### src/rtl/urna_vote_fsm_param.sv
// Ballot-entry FSM and saturating tally engine for the voting machine.
// Collects keypad digits, classifies them against candidate codes and commits on confirm.
module urna_vote_fsm_param #(
  parameter int unsigned NUM_CAND    = 2,
  parameter int unsigned CODE_DIGITS = 2,
  parameter int unsigned TALLY_W     = 8,
  parameter logic [NUM_CAND*CODE_DIGITS*4-1:0] CAND_CODES = 16'h2213
) (
  input  logic                               clock,
  input  logic                               reset_n,
  input  logic [3:0]                         digit,
  input  logic                               digit_valid,
  input  logic                               confirm,
  input  logic                               cancel,
  input  logic                               blank,
  input  logic                               finish,
  input  logic [$clog2(NUM_CAND+2)-1:0]      rd_sel,
  output logic [CODE_DIGITS*4-1:0]           disp_digits,
  output logic [$clog2(NUM_CAND+2)-1:0]      match_idx,
  output logic [1:0]                         vote_status,
  output logic [2:0]                         state,
  output logic [TALLY_W-1:0]                 rd_data,
  output logic [TALLY_W-1:0]                 total,
  output logic                               locked
);

  localparam int unsigned SEL_W = $clog2(NUM_CAND + 2);
  localparam int unsigned CNT_W = $clog2(CODE_DIGITS + 1);
  localparam int unsigned DW    = CODE_DIGITS * 4;
  localparam int unsigned NT    = NUM_CAND + 2;

  localparam logic [SEL_W-1:0] NULL_IDX  = SEL_W'(NUM_CAND);
  localparam logic [SEL_W-1:0] BLANK_IDX = SEL_W'(NUM_CAND + 1);
  localparam logic [DW-1:0]    NO_DIGITS = {CODE_DIGITS{4'hD}};
  localparam logic [CNT_W-1:0] LAST_CNT  = CNT_W'(CODE_DIGITS - 1);

  typedef enum logic [2:0] {
    S_ENTRY  = 3'd0,
    S_REVIEW = 3'd1,
    S_COMMIT = 3'd2,
    S_LOCKED = 3'd3
  } state_e;

  state_e             state_q, state_d;
  logic [DW-1:0]      digits_q, digits_d;
  logic [CNT_W-1:0]   cnt_q, cnt_d;
  logic [SEL_W-1:0]   match_idx_q, match_idx_d;
  logic [1:0]         vote_status_q, vote_status_d;
  logic [TALLY_W-1:0] rd_data_q, rd_data_d;
  logic [TALLY_W-1:0] total_q, total_d;
  logic               locked_q, locked_d;
  logic [TALLY_W-1:0] tally_q [NT];
  logic [TALLY_W-1:0] tally_d [NT];
  logic               clear_entry;

  // Lowest-index candidate whose code equals the entry; non-decimal nibbles never match.
  function automatic logic [SEL_W-1:0] classify(input logic [DW-1:0] entry);
    logic [SEL_W-1:0] idx;
    logic             decimal;
    decimal = 1'b1;
    for (int k = 0; k < int'(CODE_DIGITS); k++) begin
      if (entry[k*4 +: 4] > 4'd9) decimal = 1'b0;
    end
    idx = NULL_IDX;
    for (int i = int'(NUM_CAND) - 1; i >= 0; i--) begin
      if (decimal && (entry == CAND_CODES[i*DW +: DW])) idx = SEL_W'(i);
    end
    return idx;
  endfunction

  // State register
  always_ff @(posedge clock) begin
    if (!reset_n) state_q <= S_ENTRY;
    else          state_q <= state_d;
  end

  // Next-state logic; finish outranks every other strobe in every state.
  always_comb begin
    state_d = state_q;
    if (finish) begin
      state_d = S_LOCKED;
    end else begin
      case (state_q)
        S_ENTRY: begin
          if (cancel || confirm) begin
            state_d = S_ENTRY;
          end else if (blank) begin
            if (cnt_q == '0) state_d = S_REVIEW;
          end else if (digit_valid && (cnt_q == LAST_CNT)) begin
            state_d = S_REVIEW;
          end
        end
        S_REVIEW: begin
          if (cancel)       state_d = S_ENTRY;
          else if (confirm) state_d = S_COMMIT;
        end
        S_COMMIT: state_d = S_ENTRY;
        S_LOCKED: state_d = S_LOCKED;
        default:  state_d = S_ENTRY;
      endcase
    end
  end

  // Output / datapath next values
  always_comb begin
    digits_d      = digits_q;
    cnt_d         = cnt_q;
    match_idx_d   = match_idx_q;
    vote_status_d = vote_status_q;
    total_d       = total_q;
    tally_d       = tally_q;
    clear_entry   = 1'b0;
    rd_data_d     = '0;
    locked_d      = (state_d == S_LOCKED);

    case (state_q)
      S_ENTRY: begin
        if (finish || cancel) begin
          clear_entry = 1'b1;
        end else if (confirm) begin
          clear_entry = 1'b0;
        end else if (blank) begin
          if (cnt_q == '0) match_idx_d = BLANK_IDX;
        end else if (digit_valid) begin
          for (int i = 0; i < int'(CODE_DIGITS); i++) begin
            if (cnt_q == CNT_W'(i)) digits_d[(int'(CODE_DIGITS) - 1 - i)*4 +: 4] = digit;
          end
          cnt_d = cnt_q + CNT_W'(1);
          if (cnt_q == '0) vote_status_d = 2'b00;
          if (cnt_q == LAST_CNT) match_idx_d = classify(digits_d);
        end
      end
      S_REVIEW: begin
        if (finish || cancel) clear_entry = 1'b1;
      end
      S_COMMIT: begin
        // Completes even when finish arrives in the same cycle.
        for (int i = 0; i < int'(NT); i++) begin
          if ((match_idx_q == SEL_W'(i)) && (tally_q[i] != '1)) begin
            tally_d[i] = tally_q[i] + TALLY_W'(1);
          end
        end
        if (total_q != '1) total_d = total_q + TALLY_W'(1);
        if (match_idx_q < NULL_IDX)       vote_status_d = 2'b01;
        else if (match_idx_q == NULL_IDX) vote_status_d = 2'b10;
        else                              vote_status_d = 2'b11;
        clear_entry = 1'b1;
      end
      S_LOCKED: clear_entry = 1'b0;
      default:  clear_entry = 1'b1;
    endcase

    if (clear_entry) begin
      digits_d = NO_DIGITS;
      cnt_d    = '0;
    end

    for (int i = 0; i < int'(NT); i++) begin
      if (rd_sel == SEL_W'(i)) rd_data_d = tally_q[i];
    end
  end

  // Datapath registers
  always_ff @(posedge clock) begin
    if (!reset_n) begin
      digits_q      <= NO_DIGITS;
      cnt_q         <= '0;
      match_idx_q   <= '0;
      vote_status_q <= 2'b00;
      rd_data_q     <= '0;
      total_q       <= '0;
      locked_q      <= 1'b0;
      for (int i = 0; i < int'(NT); i++) tally_q[i] <= '0;
    end else begin
      digits_q      <= digits_d;
      cnt_q         <= cnt_d;
      match_idx_q   <= match_idx_d;
      vote_status_q <= vote_status_d;
      rd_data_q     <= rd_data_d;
      total_q       <= total_d;
      locked_q      <= locked_d;
      for (int i = 0; i < int'(NT); i++) tally_q[i] <= tally_d[i];
    end
  end

  assign disp_digits = digits_q;
  assign match_idx   = match_idx_q;
  assign vote_status = vote_status_q;
  assign state       = state_q;
  assign rd_data     = rd_data_q;
  assign total       = total_q;
  assign locked      = locked_q;

endmodule
### config.mk
export PLATFORM = sky130hd
export DESIGN_NAME = urna_vote_fsm_param
export DESIGN_NICKNAME = d
export VERILOG_FILES = /design/src/rtl/urna_vote_fsm_param.sv
export SDC_FILE = /design/constraint.sdc
export NUM_CORES = 1
export LEC_CHECK = 0
export ABC_AREA = 1
export CAP_MARGIN = 0
export CORE_MARGIN = 8
export CORE_UTILIZATION = 25
export DETAILED_ROUTE_END_ITERATION = 7
export PLACE_DENSITY = 0.42
export SYNTH_ARGS = -nofsm -noshare
export SYNTH_HDL_FRONTEND = slang
export SYNTH_SLANG_ARGS = --single-unit
### constraint.sdc
create_clock -name clock -period 4.5 [get_ports clock]
set_clock_uncertainty 0.1 [all_clocks]
set_input_delay 0.9 -clock clock [delete_from_list [all_inputs] [get_ports clock]]
set_output_delay 0.9 -clock clock [all_outputs]
set_load 0.05 [all_outputs]
==> results_dict.tcl <==
set metrics [dict create \
    status "completed" \
    cts_setup_buffers 0 \
    pwr-share-seq_pct 44.4 \
    final_common_cell "nand2_1" \
    setup_viol 0 \
    postCtsResizedCells 0 \
    min_path_cells 2 \
    hpwlAfterDp_um 7350 \
    power_uw 1350 \
    first_global_vias 3302 \
    fp-row-count 44 \
    cts_tree "done" \
    gr-total-overflow 0 \
    dieArea_sq_um 19100 \
    rr_startpoint "cnt_q[0]" \
    area.growth.synth_to_final_pct 24.1 \
    path_buf_inv 1 \
    seq_area_frac_synth_pct 35.4 \
    hp-start "tally_q[31]" \
    comb_power_share_pct 7.4 \
    setup_tns_ns 0 \
    final.setup.worst_slack_ns 1.77 \
    diodes 0 \
    cp_num_cells 1 \
    synth_warnings 0 \
    finalCritPeriodShare_pct 60.6 \
    clk_pin_slew_worst_paths_ns 0.05 \
    die_w_um 138 \
    relSlewSlack_pct 48.1 \
    holdWs_ns 0.379 \
    clockRootBuffer "clkbuf_16" \
    r2r_cells 10 \
    ioPinCount 45 \
    drcViolationCount 0 \
    hold_end "tally_q[31]" \
    reg2reg_to "match_idx[1]" \
    path_cells "clkdlybuf4s50_1" \
    fp.coreArea_sq_um 14500 \
    nets 640 \
    p_clk_share_pct 48.1 \
    hold_viol 0 \
    final_cells 808 \
    netSwitchingFraction_pct 24.2 \
    critPathLaunchType "flip-flop" \
    max_freq_ghz 0.367 \
    layout_common_cells "nand2_1, inv_1, dfxtp_1, nor2_1, clkdlybuf4s50_1" \
    cp_slowest_cell "clkdlybuf4s50_1" \
    netlist_instances 574 \
    yosysUniqueCellTypes 35 \
    cts_buffer_depth 2 \
    cts_buffers 9 \
    end_kind "output port" \
    synth_fp_nets 594 \
    critical-path-top-delay-family "buffers and inverters" \
    drt_pass1_iterations 5 \
    cpPeakStageDelay_ns 0.87 \
    routedWlPerCell_um 12.4 \
    drtIter0Drc 190 \
    worstSetupPathType "reg -> out" \
    die_h_um 138 \
    worstPathArrival_ns 1.73 \
    antenna_found_initial 0 \
    ant_nets 0 \
    final_layout_size_suffix_gt1_share_pct 8.01 \
    rsz0062_at_grt "no" \
    fin_crit_ns 2.73 \
    cts_max_level 3 \
    vias_per_cell 4.50 \
    grt.total_usage_pct 10.8 \
    path_max_fanout 5 \
    power-per-cell-area_nw_per_um2 291 \
    dpl.cell_count 793 \
    totalWireLength_um 9980 \
    hp-class "reg -> reg" \
    avgSynthCellArea_sq_um 6.50 \
    grt_max_degree 36 \
    ir_worst_vdd_v 0.000173 \
    worst_ep_required_time_ns 3.50 \
    worst_pin_slew_ns 0.778 \
    via_count 3638 \
    place_congestion 0.825 \
    dp_slack_ns 1.69 \
    insertion_delay_ns 0.33 \
    power_switching_uw 326 \
    leakagePower_uw 0.00206 \
    clock_sinks 66 \
    drv_slew 0 \
    regToRegSetupSlack_ns 2.87 \
    synth-seq-cells 66 \
    p_int_uw 1020 \
    port_buffers 44 \
    grt_pass1_wl_um 16800 \
    ctsHoldBuffers 0 \
    start_util_pct 25.7 \
    netlist_area_sq_um 3730 \
    drv_cap 0 \
]
power by group through the flow:
| stage | Sequential, uW | Clock [uW] | Combinational (uW) |
|---|---|---|---|
| finish | 598 | 649 | 100 |
| global route | 599 | 711 | 110 |
| CTS | 598 | 686 | 101 |
| detailed placement | 611 | 0 | 101 |
| global placement | 611 | 0 | 101 |
| floorplan | 629 | 0 | 44.0 |
logic make-up after synthesis:
kind of cell             Yosys count  synth area share, %
XOR/XNOR                          13                 3.05
other                              1                0.101
AO/OA/AOI/OAI                     86                 13.1
adder cells (fa/ha/maj)            7                 2.35
AND/OR/NAND/NOR                  301                 35.4
buffers and inverters            100                 10.6
flip-flops                        66                 35.4
how the worst max path moves through the flow:
stage | from | endpoint | slack, ns
final | match_idx[1] | match_idx[1] | 1.77
after global routing | match_idx[1] | match_idx[1] | 1.70
after CTS | match_idx[1] | match_idx[1] | 1.73
after detailed placement | reset_n | disp_digits[5] | 1.69
after global placement | reset_n | disp_digits[5] | 1.72
after floorplan | cancel | disp_digits[4] | 2.68
Yosys cell counts:
cell      instances  area share (%)
nand2_1         184              19
clkinv_2          2            0.27
nor3_1            1            0.13
nor2_2            7             1.2
buf_1             1            0.10
buf_2             5            0.67
a21oi_4           2            0.87
nand2_2           2            0.34
clkbuf_1          3            0.30
o22ai_1           3            0.50
nand3_1          34             4.6
buf_6             1            0.30
a21oi_2           2            0.47
inv_4             1            0.17
o211ai_1          8             1.6
ha_1              7             2.3
nor2_4            2            0.60
a21oi_1          42             5.6
o21ai_0          16             2.1
nand3_4           1            0.47
dfxtp_1          66              35
nand4_1          14             2.3
xnor2_1           2            0.47
xor2_1           11             2.6
nor2_8            1            0.54
inv_1            78             7.8
o221ai_1          1            0.23
conb_1            1            0.10
clkinv_1          1            0.10
inv_2             8            0.80
nand3_2           3            0.80
nor2_1           48             4.8
nand2_4           2            0.60
nor3_2            2            0.54
o21ai_1          12             1.6
through the flow:
step | utilization [%] | area [sq um]
6_report | 31.9 | 4630
5_1_grt | 31.9 | 4630
4_1_cts | 31.9 | 4630
3_5_place_dp | 30.0 | 4360
3_3_place_gp | 30.0 | 4360
2_1_floorplan | - | 3730
layout make-up:
class,count,area [sq um]
fillers,1624,9900
multi-input cells,408,2020
flip-flops and latches,66,1320
repair buffers,45,448
inverters,90,343
clock buffers,12,256
well taps,184,230
clock inverters,3,15.0
per-layer routing:
metal / vias to the layer above / global-route usage [%] / routed length (um) / share of wire (%)
met3: 10 / 3.77 / 442 / 4.4
met4: 0 / 3.72 / 154 / 1.5
met2: 78 / 15.3 / 4200 / 42
met5: - / 0 / 0 / 0
met1: 1630 / 14.6 / 5180 / 52
li1: 1920 / - / - / -
state kept, by name, indices dropped and copies added (netlist names):
register	cells
state	3
locked	1
cnt_q	2
disp_digits	8
tally_q	32
rd_data	8
vote_status	2
total	8
match_idx	2
(Power assumes the default switching activity.)
